--- config.mk ---
export PLATFORM = sky130hd
export DESIGN_NAME = ppu_vaddr
export DESIGN_NICKNAME = d
export VERILOG_FILES = /design/src/rtl/ppu_vaddr.sv
export SDC_FILE = /design/constraint.sdc
export NUM_CORES = 1
export LEC_CHECK = 0
export BUFFER_PORTS_ARGS = -buffer_cell sky130_fd_sc_hd__clkbuf_2
export CAP_MARGIN = 20
export CORE_ASPECT_RATIO = 1.25
export CORE_MARGIN = 8
export CORE_UTILIZATION = 55
export CTS_CLUSTER_SIZE = 8
export DETAILED_ROUTE_END_ITERATION = 7
export HOLD_SLACK_MARGIN = 0.15
export PLACE_DENSITY = 0.81
export REMOVE_ABC_BUFFERS = 1
export SLEW_MARGIN = 10
export SYNTH_ARGS = -nofsm -noshare
export SYNTH_HDL_FRONTEND = slang
export SYNTH_SLANG_ARGS = --single-unit
--- constraint.sdc ---
create_clock -name clk_in -period 2.6 [get_ports clk_in]
set_input_delay 0.52 -clock clk_in [delete_from_list [all_inputs] [get_ports clk_in]]
set_output_delay 0.52 -clock clk_in [all_outputs]
set_load 0.1 [all_outputs]
--- src/rtl/ppu_vaddr.sv ---
// ppu_vaddr: PPU VRAM address generator and background tile fetcher.
//
// Holds the live scroll counters (fv, v, h, vt, ht). These are loaded from the
// register-interface latches and stepped by 0x2007 accesses or by the
// rendering events. The block drives the 14-bit VRAM address: the counter
// address outside rendering, and the per-tile fetch address
// (NT, AT, pattern lo, pattern hi) while rendering.
//
// Ports:
//   clk_in, rst_n_in          clock, asynchronous active-low reset
//   pix_pulse_in              one-clk strobe per PPU dot
//   nes_x_in, nes_y_in        current dot / scanline
//   bg_en_in                  background rendering enable
//   ls_*_in                   scroll latches from the register interface
//   upd_cntrs_in              load all counters from the latches
//   inc_addr_in/_amt_in       0x2007 address increment (+1 / +32)
//   vram_d_in                 VRAM read data
//   vram_a_out                VRAM address
//   rendering_out             fetch mode active
//   tile_at/lo/hi_out         fetched tile palette bits and pattern planes
//   tile_vld_out              one-clk pulse when new tile data is valid
module ppu_vaddr (
  input  logic        clk_in,
  input  logic        rst_n_in,
  input  logic        pix_pulse_in,
  input  logic [9:0]  nes_x_in,
  input  logic [9:0]  nes_y_in,
  input  logic        bg_en_in,
  input  logic [2:0]  ls_fv_in,
  input  logic [4:0]  ls_vt_in,
  input  logic        ls_v_in,
  input  logic [4:0]  ls_ht_in,
  input  logic        ls_h_in,
  input  logic        ls_s_in,
  input  logic        upd_cntrs_in,
  input  logic        inc_addr_in,
  input  logic        inc_addr_amt_in,
  input  logic [7:0]  vram_d_in,
  output logic [13:0] vram_a_out,
  output logic        rendering_out,
  output logic [1:0]  tile_at_out,
  output logic [7:0]  tile_lo_out,
  output logic [7:0]  tile_hi_out,
  output logic        tile_vld_out
);

  typedef enum logic [1:0] {ST_NT, ST_AT, ST_PLO, ST_PHI} state_t;

  // Scroll counters
  logic [2:0] fv_q, fv_d;
  logic       v_q, v_d;
  logic       h_q, h_d;
  logic [4:0] vt_q, vt_d;
  logic [4:0] ht_q, ht_d;

  // Fetch FSM and captured bytes
  state_t     state_q, state_d;
  logic       sync_q, sync_d;
  logic       s_q, s_d;
  logic [7:0] nt_q, nt_d;
  logic [1:0] at2_q, at2_d;
  logic [7:0] lo_q, lo_d;

  // Output registers
  logic [1:0] tile_at_q, tile_at_d;
  logic [7:0] tile_lo_q, tile_lo_d;
  logic [7:0] tile_hi_q, tile_hi_d;
  logic       tile_vld_q, tile_vld_d;

  logic        rendering;
  logic        fetch_dot;
  logic        fetch_active;
  logic [2:0]  k;
  logic        capture;
  logic        tile_done;
  logic [14:0] addr;
  logic [14:0] addr_inc;
  logic [7:0]  at_shifted;
  logic [13:0] fetch_a;

  assign rendering = bg_en_in & ((nes_y_in <= 10'd239) | (nes_y_in == 10'd261));
  assign fetch_dot = ((nes_x_in >= 10'd1)   && (nes_x_in <= 10'd256)) ||
                     ((nes_x_in >= 10'd321) && (nes_x_in <= 10'd336));
  assign fetch_active = rendering & fetch_dot;
  // Phase within the tile: (x-1) mod 8, computed on the low bits only.
  assign k = nes_x_in[2:0] - 3'd1;

  // A byte is captured on the second dot of each state, but only once the
  // FSM has locked onto a tile boundary (sync), so no partial tile is emitted.
  assign capture   = pix_pulse_in & fetch_active & sync_q & k[0];
  assign tile_done = capture & (state_q == ST_PHI);

  assign addr     = {fv_q, v_q, h_q, vt_q, ht_q};
  assign addr_inc = addr + (inc_addr_amt_in ? 15'd32 : 15'd1);

  // Attribute byte holds four 2-bit quadrants; pick one by vt[1], ht[1].
  assign at_shifted = vram_d_in >> {vt_q[1], ht_q[1], 1'b0};

  // Fetch address from the registered state only.
  always_comb begin
    fetch_a = 14'h2000 | {2'b00, v_q, h_q, vt_q, ht_q};
    case (state_q)
      ST_NT:   fetch_a = 14'h2000 | {2'b00, v_q, h_q, vt_q, ht_q};
      // Attribute table sits at offset 0x3C0 of the selected name table.
      ST_AT:   fetch_a = {2'b10, v_q, h_q, 4'b1111, vt_q[4:2], ht_q[4:2]};
      ST_PLO:  fetch_a = {1'b0, s_q, nt_q, 1'b0, fv_q};
      ST_PHI:  fetch_a = {1'b0, s_q, nt_q, 1'b1, fv_q};
      default: fetch_a = 14'h2000;
    endcase
  end

  // Fetch FSM next state
  always_comb begin
    state_d = state_q;
    sync_d  = sync_q;
    if (!fetch_active) begin
      // Leaving the window or rendering dropping mid-tile abandons the tile.
      state_d = ST_NT;
      sync_d  = 1'b0;
    end else if (pix_pulse_in) begin
      if (k == 3'd0) begin
        state_d = ST_NT;
        sync_d  = 1'b1;
      end else if (sync_q && k[0]) begin
        case (state_q)
          ST_NT:   state_d = ST_AT;
          ST_AT:   state_d = ST_PLO;
          ST_PLO:  state_d = ST_PHI;
          default: state_d = ST_NT;
        endcase
      end
    end
  end

  // Byte capture and tile outputs
  always_comb begin
    s_d        = s_q;
    nt_d       = nt_q;
    at2_d      = at2_q;
    lo_d       = lo_q;
    tile_at_d  = tile_at_q;
    tile_lo_d  = tile_lo_q;
    tile_hi_d  = tile_hi_q;
    tile_vld_d = tile_done;
    if (capture) begin
      case (state_q)
        ST_NT: begin
          nt_d = vram_d_in;
          s_d  = ls_s_in;
        end
        ST_AT:  at2_d = at_shifted[1:0];
        ST_PLO: lo_d  = vram_d_in;
        default: begin
          tile_at_d = at2_q;
          tile_lo_d = lo_q;
          tile_hi_d = vram_d_in;
        end
      endcase
    end
  end

  // Counter updates; the latch load beats everything else in the same clk.
  always_comb begin
    fv_d = fv_q;
    v_d  = v_q;
    h_d  = h_q;
    vt_d = vt_q;
    ht_d = ht_q;
    if (upd_cntrs_in) begin
      fv_d = ls_fv_in;
      v_d  = ls_v_in;
      h_d  = ls_h_in;
      vt_d = ls_vt_in;
      ht_d = ls_ht_in;
    end else if (inc_addr_in && !rendering) begin
      {fv_d, v_d, h_d, vt_d, ht_d} = addr_inc;
    end else if (rendering && pix_pulse_in) begin
      // Coarse-x step after each completed tile; wrap flips name table.
      if (tile_done) begin
        ht_d = ht_q + 5'd1;
        if (ht_q == 5'd31) h_d = ~h_q;
      end
      // Fine-y step; vt 29 is the last visible row, 30/31 are attribute rows
      // that wrap without changing the name table.
      if (nes_x_in == 10'd256) begin
        fv_d = fv_q + 3'd1;
        if (fv_q == 3'd7) begin
          if (vt_q == 5'd29) begin
            vt_d = 5'd0;
            v_d  = ~v_q;
          end else begin
            vt_d = vt_q + 5'd1;
          end
        end
      end
      if (nes_x_in == 10'd257) begin
        ht_d = ls_ht_in;
        h_d  = ls_h_in;
      end
      if ((nes_y_in == 10'd261) && (nes_x_in >= 10'd280) && (nes_x_in <= 10'd304)) begin
        fv_d = ls_fv_in;
        vt_d = ls_vt_in;
        v_d  = ls_v_in;
      end
    end
  end

  always_ff @(posedge clk_in or negedge rst_n_in) begin
    if (!rst_n_in) begin
      fv_q       <= 3'd0;
      v_q        <= 1'b0;
      h_q        <= 1'b0;
      vt_q       <= 5'd0;
      ht_q       <= 5'd0;
      state_q    <= ST_NT;
      sync_q     <= 1'b0;
      s_q        <= 1'b0;
      nt_q       <= 8'd0;
      at2_q      <= 2'd0;
      lo_q       <= 8'd0;
      tile_at_q  <= 2'd0;
      tile_lo_q  <= 8'd0;
      tile_hi_q  <= 8'd0;
      tile_vld_q <= 1'b0;
    end else begin
      fv_q       <= fv_d;
      v_q        <= v_d;
      h_q        <= h_d;
      vt_q       <= vt_d;
      ht_q       <= ht_d;
      state_q    <= state_d;
      sync_q     <= sync_d;
      s_q        <= s_d;
      nt_q       <= nt_d;
      at2_q      <= at2_d;
      lo_q       <= lo_d;
      tile_at_q  <= tile_at_d;
      tile_lo_q  <= tile_lo_d;
      tile_hi_q  <= tile_hi_d;
      tile_vld_q <= tile_vld_d;
    end
  end

  assign vram_a_out    = rendering ? fetch_a : addr[13:0];
  assign rendering_out = rendering;
  assign tile_at_out   = tile_at_q;
  assign tile_lo_out   = tile_lo_q;
  assign tile_hi_out   = tile_hi_q;
  assign tile_vld_out  = tile_vld_q;

endmodule

Word level (Yosys, flattened, before mapping)
Cells that the tools add are included.
{"block": "word_totals", "reg_bits": 56, "latchBits": 0, "ram_bits": 0, "romBits": 0, "out_inout_bits": 34, "word_cells": 120, "mem_count": 0}
{"block": "classes", "n_addsub": 5, "multipliers": 0, "div": 0, "order_cmp": 7, "n_eq_ne": 12, "shift": 1, "mux": 41, "bitwise": 10, "n_reduce_logical": 29}
{"cell": "two-way mux 5 bit", "count": 12}
{"cell": "one-hot mux 14 bit (4 select lines)", "count": 1}
{"cell": "equality test 10 x 9 -> 1 bit (second input constant)", "count": 3}
{"cell": "less-or-equal comparator 10 x 9 -> 1 bit (second input constant)", "count": 3}
{"cell": "greater-or-equal comparator 10 x 9 -> 1 bit (second input constant)", "count": 2}
{"cell": "nonzero test 4 bit", "count": 5}
{"cell": "two-way mux 1 bit", "count": 16}
{"cell": "AND reduction 2 bit", "count": 8}
{"cell": "adder 15 x 6 -> 15 bit", "count": 1}
{"cell": "two-way mux 3 bit", "count": 5}
{"cell": "two-way mux 14 bit", "count": 1}
{"cell": "adder 5 x 1 -> 5 bit (second input constant)", "count": 2}
{"cell": "equality test 5 bit (second input constant)", "count": 2}
{"cell": "greater-or-equal comparator 10 x 1 -> 1 bit (second input constant)", "count": 1}
{"cell": "less-or-equal comparator 10 x 8 -> 1 bit (second input constant)", "count": 1}
{"cell": "two-way mux 2 bit", "count": 4}
{"cell": "right shift 8 x 3 -> 2 bit", "count": 1}
{"cell": "logical AND 1 bit", "count": 7}
{"cell": "AND 1 bit", "count": 6}
{"cell": "two-way mux 6 bit", "count": 1}
{"cell": "one-hot mux 2 bit (3 select lines)", "count": 1}
{"cell": "AND reduction 3 bit", "count": 2}
{"cell": "equality test 2 bit (second input constant)", "count": 2}
{"cell": "AND reduction 4 bit", "count": 1}
{"cell": "15 further kinds", "count": 17}

Logic depth before layout (Yosys ltp)
Gate-level depths: netlist of run 1.
{"block": "logic_depth", "ltp_word": 13, "depth_mapped": 9, "depth_no_buf": 9}

Least setup slack after synthesis of run 1
No wires, ideal clock.
{"block": "synth_path", "path_kind": "input port to output port", "start": "in nes_y_in[9]", "end": "out vram_a_out[12]", "arrival_ns": 3.854, "setup_slack_ns": -1.774, "cell_stages": 5, "cell_sequence": "and4bb_2 -> and4_1 -> nor2_1 -> inv_1 -> o21ai_0"}
{"block": "synth_via", "elab_chain_len": 4, "elab_cells_between_ends": 5, "cone_classes": "1 x order compare; 1 x eq/ne; 1 x mux; 2 x bitwise"}
{"element": "start: declaration", "line": "27", "source": "input logic [9:0] nes_y_in,"}
{"element": "less-or-equal comparator 10 x 8 -> 1 bit or equality test 10 x 9 -> 1 bit (tied branches)", "line": "81", "source": "assign rendering = bg_en_in & ((nes_y_in <= 10'd239) | (nes_y_in == 10'd261));"}
{"element": "bitwise OR 1 bit *", "line": "81"}
{"element": "AND 1 bit *", "line": "81"}
{"element": "named net rendering_out", "line": "40", "source": "output logic rendering_out,"}
{"element": "two-way mux 14 bit *", "line": "244", "source": "assign vram_a_out = rendering ? fetch_a : addr[13:0];"}
{"element": "end: declaration", "line": "39", "source": "output logic [13:0] vram_a_out,"}
The timed path passes the listed nets; every way through them passes the cells marked *.

Worst setup path in the final report of run 1
{"block": "layout_path", "start": "in nes_y_in[5]", "end": "out vram_a_out[10]"}
{"block": "layout_via", "elab_chain_len": 4, "elab_cells_between_ends": 5, "cone_classes": "1 x order compare; 1 x eq/ne; 1 x mux; 2 x bitwise"}
{"element": "less-or-equal comparator 10 x 8 -> 1 bit or equality test 10 x 9 -> 1 bit (tied branches)", "line": "81"}
{"element": "bitwise OR 1 bit *", "line": "81"}
{"element": "AND 1 bit *", "line": "81"}
{"element": "two-way mux 14 bit *", "line": "244"}
Mark *: on every way between the ends. The rest lies on a longest branch, timed or not.

==> metrics, run 1 <==
EDFF count, synth=0; die height=108 um; P per Cell Area=roughly 550 nW/um2; Synth Area in Compound Gates=0.205; kind of critical path=in -> out; combinational family with the most area after synthesis=compound AO/OA/AOI/OAI gates; worst r2r dst=h_q; Post-DP HPWL=between 8000 and 9000 um; FFs w/ async S/R, synth=1.00; gpl congestion=slightly above 0.9; Worst Path Required=between 2 and 2.5 ns; DIE WIDTH=89.9 um; status=finished clean; cell family with most CP delay=simple AND/OR/NAND/NOR gates; Crit Path Max Fanout=3; cells after synthesis=roughly 370; global-route usage over all layers=0.219; core box area=6610 um2; Post-route DRC=0; #FFs+latches synth=56; Initial Util=0.568; First DRT Iteration DRCs=~340; fraction of layout cells with a size suffix above 1=0.435; Setup crit start kind=primary input; cts bufs inserted=5; Hold Fails Final Rpt=0; worst skew pair latency=0.31 ns; minimum clock period=~2.6 ns; TNS Setup=0 ns; Synth Flop Type=dfrtp_1; unrepaired setup endpoints after global routing=yes; max_slew headroom=0.519; fin area=roughly 4900 um2; CTS tree=done; dpl cell area=between 4000 and 5000 um2; P_leak=around 2.4 nW; port bufs=84; Bufs on Longest Clock Path=2; worst reg2reg startpoint=ht_q[0]; final setup margin=around 0.043 ns; post-synthesis sequential area ratio=0.373; fin. max-slew vios=0; Root Buffer=clkbuf_8; Final Net Count=around 540; R2R setup slack=between 0.4 and 0.5 ns; vias in the first global route=roughly 3.7k; IR drop worst, VDD=0.000276 V; worst min path class=in -> async; vias per cell=roughly 6.3; worst-path cell chain=clkbuf_2 > nor4b_4 > and4_4 > nor2_4 > or3_4 > a32o_1 > buf_12; Worst Skew=0.00625 ns; WL per Instance=roughly 20 um; Synth Area in Simple Gates=0.169; Routed WL=~11000 um; Slowest-stage cell, CP=or3_4; largest net degree at the start of global routing=57; endpoints failing setup=0; multiplexer share of the synthesized area=0.150; Max-Cap Viols=0; Syn. warnings=0; Reg2Reg Depth=8; top cells by area, synth=dfrtp_1, mux2_2, ha_1; first drt pass iteration count=5; pre-CTS WS=-0.161 ns; Sink Count=56; Worst-Margin Slew=approximately 0.7 ns; number of antenna violations at the first check in global routing=0; Worst-path clk slew=0.10 ns; Top Ports=between 80 and 90; FILL cells=between 400 and 500; post-synth top area share=0.373; via count of the routed design=3549; Post-Synth XOR/XNOR Area=0.0187; post-synth cell types=68; largest area contributor in the netlist=dfrtp_1; crit path DAT=just over 2 ns; Die ar.=slightly below 10000 um2; synthesized area per cell=between 10 and 15 um2; Post-Syn Area=between 3000 and 4000 um2; worst path bufs/invs=2; Area Overhead vs Synth=29.3%; first-pass GRT wire length=roughly 18000 um; Overflow after GRT=0; post-route clock period utilization=0.984; Largest stage delay, worst path=approximately 0.35 ns; ANT cells=0; htree depth=2; row cnt=33; Critical Path End Type=output pin; post-route ant nets=0; Synth Area in Adders=0.0467; Fmax=around 0.39 GHz
==> cell families (layout without fill, tap and decap cells) <==
family	Yosys count	after routing
compound gates	109	109
simple gates	109	109
xor+xnor	8	8
flops	56	56
buf+inv	31	133
mux	45	45
fa+ha+maj	14	14
==> per-stage QoR <==
stage	cells	util	hold slack, ns	total power [mW]
after global routing	561	0.735	0.406	2.73
final	561	0.735	0.343	2.65
after CTS	559	0.724	0.367	2.63
after global placement	548	0.696	0.480	1.94
after detailed placement	548	0.696	0.492	1.96
after floorplan	353	-	0.224	1.57
==> state kept, by name (all words and copies together), names as in the netlist <==
| register | flops |
|---|---|
| lo_q | 8 |
| nt_q | 8 |
| tile_hi_out | 8 |
| tile_lo_out | 8 |
| ht_q | 5 |
| vt_q | 5 |
| fv_q | 3 |
| at2_q | 2 |
| state_q | 2 |
| tile_at_out | 2 |
| h_q | 1 |
| s_q | 1 |
| sync_q | 1 |
| tile_vld_out | 1 |
| v_q | 1 |
==> layer usage <==
| metal | global-route usage | up-vias | share of wire |
|---|---|---|---|
| li1 | - | 1605 | - |
| met1 | 0.239 | 1741 | 0.39 |
| met2 | 0.407 | 177 | 0.52 |
| met3 | 0.0457 | 26 | 0.070 |
| met4 | 0.0906 | 0 | 0.021 |
| met5 | 0 | - | 0 |
==> worst max path at each step <==
stage                      startpoint  cells past startpoint             end  slack [ns]
after floorplan           nes_y_in[9]                      5  vram_a_out[12]       -1.77
after global placement    nes_y_in[5]                      9   vram_a_out[6]       -0.07
after detailed placement  nes_y_in[5]                      9   vram_a_out[6]       -0.16
after CTS                 nes_y_in[5]                      7  vram_a_out[11]       0.008
after global routing      nes_y_in[5]                     10   vram_a_out[3]       -0.01
final                     nes_y_in[5]                      7  vram_a_out[10]        0.04
==> cells in the mapped netlist, types with 6 or more instances <==
cell,number
nand2_1,17
mux2_2,30
a21oi_1,32
clkbuf_1,13
o31ai_1,6
ha_1,14
inv_1,12
o21ai_0,10
mux2_4,10
nand3_1,12
dfrtp_1,56
a22oi_1,7
xnor2_1,7
nor3_1,6
nor2_1,35
==> repair_timing <==
item	in CTS	in global routing
resized for setup	10	17
setup endpoints to repair	13	13
cloned	0	1
buffers inserted	4	1
pin swaps	1	2
hold buffers	0	0
==> area by class of cell <==
class,count,area (um2),area share
multi-input combinational,285,2290,0.472
sequential,56,1400,0.289
tap,87,109,0.0224
timing repair buffer,114,877,0.181
inverter,12,45.0,0.00928
clock inverter,2,60.1,0.0124
clock buffer,5,68.8,0.0142
==> power by group <==
part	internal [mW]	switching [mW]	total, mW
logic	0.383	0.570	0.953
registers	0.909	0.115	1.02
clock network	0.379	0.292	0.671
total	1.67	0.976	2.65
==> cells in the final DEF (no fill, tap or decap), types with 5 or more instances in the layout <==
cell type and instances:
a22oi_1 6, xnor2_1 7, dfrtp_1 55, inv_1 11, o31ai_1 6, nor3_1 6
o21ai_0 9, mux2_4 10, a211oi_1 5, and3_1 5, clkbuf_8 5, nor2_1 31
nand2_1 17, buf_4 28, a21oi_2 6, buf_12 14, clkbuf_2 69, mux2_2 30
nand3_1 12, ha_1 13, a21oi_1 26
(Power assumes the default switching activity.)
==> inputs of run 2 (changes only) <==
--- a/config.mk
+++ b/config.mk
@@ -6,7 +6,6 @@
 export NUM_CORES = 1
 export LEC_CHECK = 0
 export BUFFER_PORTS_ARGS = -buffer_cell sky130_fd_sc_hd__clkbuf_2
-export CAP_MARGIN = 20
 export CORE_ASPECT_RATIO = 1.25
 export CORE_MARGIN = 8
 export CORE_UTILIZATION = 55
==> constraint.sdc (replaced) <==
create_clock -name clk_in -period 2.6 [get_ports clk_in]
set_input_delay 0 -clock clk_in [delete_from_list [all_inputs] [get_ports clk_in]]
set_output_delay 0 -clock clk_in [all_outputs]
set_load 0.1 [all_outputs]
==> metrics, run 2 (synthesis results as in run 1) <==
port bufs=84; fin. max-slew vios=0; vias in the first global route=approximately 3.5k; kind of critical path=reg -> out; Reg2Reg Depth=5; first-pass GRT wire length=between 15000 and 20000 um; largest net degree at the start of global routing=between 50 and 60; cts bufs inserted=5; crit path DAT=~2.4 ns; worst r2r dst=h_q; first drt pass iteration count=5; most frequent cells in the layout=clkbuf_2, dfrtp_1, nor2_1; via count of the routed design=roughly 3.4k; Sink Count=56; R2R setup slack=between 0.4 and 0.5 ns; row cnt=33; Area Overhead vs Synth=28.2%; Initial Util=0.568; WL per Instance=18.3 um; cell family with most CP delay=buffers and inverters; TNS Setup=0 ns; Top Ports=85; First DRT Iteration DRCs=147; Max-Cap Viols=0; final core utilization=0.728; Critical Path End Type=output pin; global-route usage over all layers=0.214; Pwr Total=between 2 and 3 mW; Worst Skew=0.0106 ns; CTS tree=done; Routed WL=just over 10000 um; final setup margin=0.246 ns; gpl congestion=between 0.9 and 1; Largest stage delay, worst path=around 0.58 ns; Fmax=0.425 GHz; Crit Path Max Fanout=19; Critical Path Source=state_q[1]; CP Depth=7; Final Net Count=between 500 and 600; post-route clock period utilization=0.906; unrepaired setup endpoints after global routing=no; Bufs on Longest Clock Path=2; Hold Fails Final Rpt=0; Worst Path Required=2.60 ns; max_slew headroom=0.519; cell mode on critical path=nor2_1; Slowest-stage cell, CP=dfrtp_1; minimum clock period=2.35 ns; fraction of layout cells with a size suffix above 1=0.342; endpoints failing setup=0; worst skew pair latency=approximately 0.30 ns; die height=around 110 um; worst path bufs/invs=3; P_leak=2.31 nW; Worst-Margin Slew=just over 0.7 ns; Overflow after GRT=0; IR drop worst, VDD=a little over 0.0003 V; Post-DP HPWL=7740 um; pre-CTS WS=a little over 0.5 ns; DIE WIDTH=between 80 and 90 um; Worst-path clk slew=~0.10 ns; ANT cells=0; post-route ant nets=0; Root Buffer=clkbuf_8; worst reg2reg startpoint=state_q[1]; htree depth=2; FILL cells=roughly 500; Die ar.=slightly below 10000 um2; Critical path destination=vram_a_out[3]; most common cell after layout, fill and taps aside=clkbuf_2; worst min path class=in -> reg; status=finished clean; Post-route DRC=0; number of antenna violations at the first check in global routing=0; vias per cell=between 6 and 7; P per Cell Area=about 540 nW/um2; core box area=roughly 6600 um2; Setup crit start kind=flip-flop; worst-path cell chain=inv_1 > ha_1 > nor2_1 > buf_4 > nor2_1 > a21oi_1 > buf_12
==> run 2: worst min-delay path: stages <==
cell	delay, ns
clkbuf_2	0.37
nand2_1	0.15
o31ai_1	0.06
==> run 2: how the worst min path moves through the flow <==
stage / startpoint / endpoint / slack (ns) / cells past startpoint
6_report: upd_cntrs_in / vt_q[2] / 0.32 / 3
5_1_grt: upd_cntrs_in / vt_q[2] / 0.37 / 3
4_1_cts: upd_cntrs_in / vt_q[2] / 0.30 / 3
3_5_place_dp: rst_n_in / tile_lo_out[7] / 0.18 / 2
3_3_place_gp: rst_n_in / tile_lo_out[7] / 0.18 / 2
2_1_floorplan: rst_n_in / at2_q[0] / -0.30 / 0
==> run 2: routing by layer <==
| layer | GRT usage | up-vias | share of wire |
|---|---|---|---|
| li1 | - | 1604 | - |
| met1 | 0.252 | 1624 | 0.42 |
| met2 | 0.375 | 160 | 0.49 |
| met3 | 0.0409 | 24 | 0.060 |
| met4 | 0.0906 | 0 | 0.030 |
| met5 | 0 | - | 0 |
==> run 2: where the power goes <==
| group | internal, mW | switching [mW] |
|---|---|---|
| logic | 0.362 | 0.559 |
| clock network | 0.379 | 0.271 |
| registers | 0.909 | 0.107 |
| total | 1.65 | 0.937 |
==> run 2: metrics by stage <==
step                      hold slack, ns  area [um2]  cells
final                              0.323        4810    563
after global routing               0.367        4810    563
after CTS                          0.302        4810    563
after detailed placement           0.180        4400    528
after global placement             0.177        4400    528
after floorplan                   -0.296        3660    353
==> run 2: final cells by class <==
type	count	area, um2	area share
Clock buffer	5	68.8	0.0143
Clock inverter	2	60.1	0.0125
Inverter	12	45.0	0.00936
Multi-Input combinational cell	285	2220	0.461
Sequential cell	56	1400	0.291
Tap cell	87	109	0.0226
Timing Repair Buffer	116	911	0.189
==> run 2: repair_timing <==
| item | in CTS | in global routing |
|---|---|---|
| hold buffers | 28 | 0 |
| buffers inserted | 0 | 0 |
| hold endpoints to repair | 98 | 0 |
| gates resized for setup | 0 | 0 |
==> inputs of run 3 (changes only) <==
--- a/config.mk
+++ b/config.mk
@@ -7,12 +7,11 @@
 export LEC_CHECK = 0
 export BUFFER_PORTS_ARGS = -buffer_cell sky130_fd_sc_hd__clkbuf_2
 export CORE_ASPECT_RATIO = 1.25
-export CORE_MARGIN = 8
 export CORE_UTILIZATION = 55
 export CTS_CLUSTER_SIZE = 8
 export DETAILED_ROUTE_END_ITERATION = 7
 export HOLD_SLACK_MARGIN = 0.15
-export PLACE_DENSITY = 0.81
+export PLACE_DENSITY = 0.88
 export REMOVE_ABC_BUFFERS = 1
 export SLEW_MARGIN = 10
 export SYNTH_ARGS = -nofsm -noshare
==> metrics, run 3 (synthesis results as in run 1) <==
Worst-Margin Slew=a little over 0.7 ns; pre-CTS WS=roughly 0.52 ns; endpoints failing setup=0; WL per Instance=between 15 and 20 um; switching pwr=around 0.96 mW; fraction of layout cells with a size suffix above 1=0.342; TNS Setup=0 ns; Max-Cap Viols=0; port bufs=84; Crit Path Max Fanout=19; P_leak=roughly 2.3 nW; worst reg2reg startpoint=vt_q[1]; post-route clock period utilization=0.898; Clk pwr share=0.203; R2R setup slack=between 0.4 and 0.5 ns; DIE WIDTH=~76 um; Top Ports=85; minimum clock period=roughly 2.3 ns; die height=roughly 94 um; Worst Path Required=between 2 and 3 ns; Worst-path clk slew=about 0.1 ns; fin. max-slew vios=0; Pwr Total=roughly 2.4 mW; Critical Path End Type=output pin; Post-CTS Resized=0; Setup crit start kind=flip-flop; Hold Buf Count CTS=28; Seq pwr share=0.419; crit path DAT=2.34 ns; Post-route DRC=0; final core utilization=0.727; unrepaired setup endpoints after global routing=no; Worst Skew=0.00346 ns; Overflow after GRT=0; post-route ant nets=0; kind of critical path=reg -> out; Critical Path Source=state_q[1]; core box area=roughly 6600 um2; Die ar.=7160 um2; Initial Util=0.572; IR drop worst, VDD=0.000275 V; hold path startpoint=nes_x_in[9]; vias in the first global route=around 3.5k; worst skew pair latency=~0.31 ns; ANT cells=0; htree depth=2; final setup margin=about 0.26 ns; worst min path class=in -> reg; combinational share of power=0.377; CTS tree=done; Final Net Count=541; most frequent cells in the layout=clkbuf_2, dfrtp_1, nor2_1; Int Power=1.46 mW; Hold Fails Final Rpt=0; P per Cell Area=509 nW/um2; most common cell after layout, fill and taps aside=clkbuf_2; switching share of power=0.397; status=finished clean; Root Buffer=clkbuf_8; Routed WL=~9800 um; post-CTS setup buffer count=0; number of antenna violations at the first check in global routing=0; first-pass GRT wire length=~16000 um; max_slew headroom=0.530; Sink Count=56; cts bufs inserted=5; row cnt=33; Bufs on Longest Clock Path=2; largest net degree at the start of global routing=57; gpl congestion=0.919; first drt pass iteration count=5; First DRT Iteration DRCs=between 200 and 300; Fmax=0.428 GHz; global-route usage over all layers=0.294; Post-DP HPWL=about 7200 um; via count of the routed design=about 3.4k; Area Overhead vs Synth=27.1%; vias per cell=around 6.1
[run 3: worst paths after layout]
check / endpoint / cells after the start
worst max-delay path: vram_a_out[0] / 7
worst min-delay path: tile_vld_out / 4
worst max register to register: v_q / 8
worst min register to register: tile_lo_out[1] / 1
max in group asynchronous: v_q / 3
min in group asynchronous: tile_lo_out[5] / 3
[run 3: layout make-up]
| type | count | area (um2) |
|---|---|---|
| inverter | 12 | 45.0 |
| clock inverter | 2 | 16.3 |
| sequential | 56 | 1400 |
| multi-input combinational | 285 | 2220 |
| timing repair buffer | 116 | 911 |
| tap | 87 | 109 |
| fill | 466 | 1790 |
| clock buffer | 6 | 72.6 |
[run 3: per-stage QoR]
stage | instances | hold slack (ns) | area, um2
floorplan | 353 | -0.296 | 3660
global placement | 528 | 0.175 | 4400
detailed placement | 528 | 0.179 | 4400
CTS | 564 | 0.321 | 4770
global route | 564 | 0.357 | 4770
finish | 564 | 0.323 | 4770
[run 3: power by group through the flow]
stage	Sequential, mW	Clock (mW)	Combinational, mW
after global placement	1.03	0	0.864
after floorplan	0.992	0	0.580
after CTS	1.01	0.493	0.913
after global routing	1.02	0.533	0.982
final	1.02	0.494	0.916
after detailed placement	1.03	0	0.879
[run 3: worst max-delay path, cell delays in order (launching register included)]
cell	delay, ns
dfrtp_1	0.55
inv_1	0.12
ha_1	0.27
nor2_1	0.25
buf_4	0.27
nor2_1	0.07
a21oi_1	0.28
buf_12	0.22
[run 3: metal layers]
layer  track usage  wire length, um  share of wire
met1         0.359             4010           0.41
met2         0.513             5010           0.51
met3        0.0363              488          0.050
met4         0.122              252          0.026
met5             0                0              0
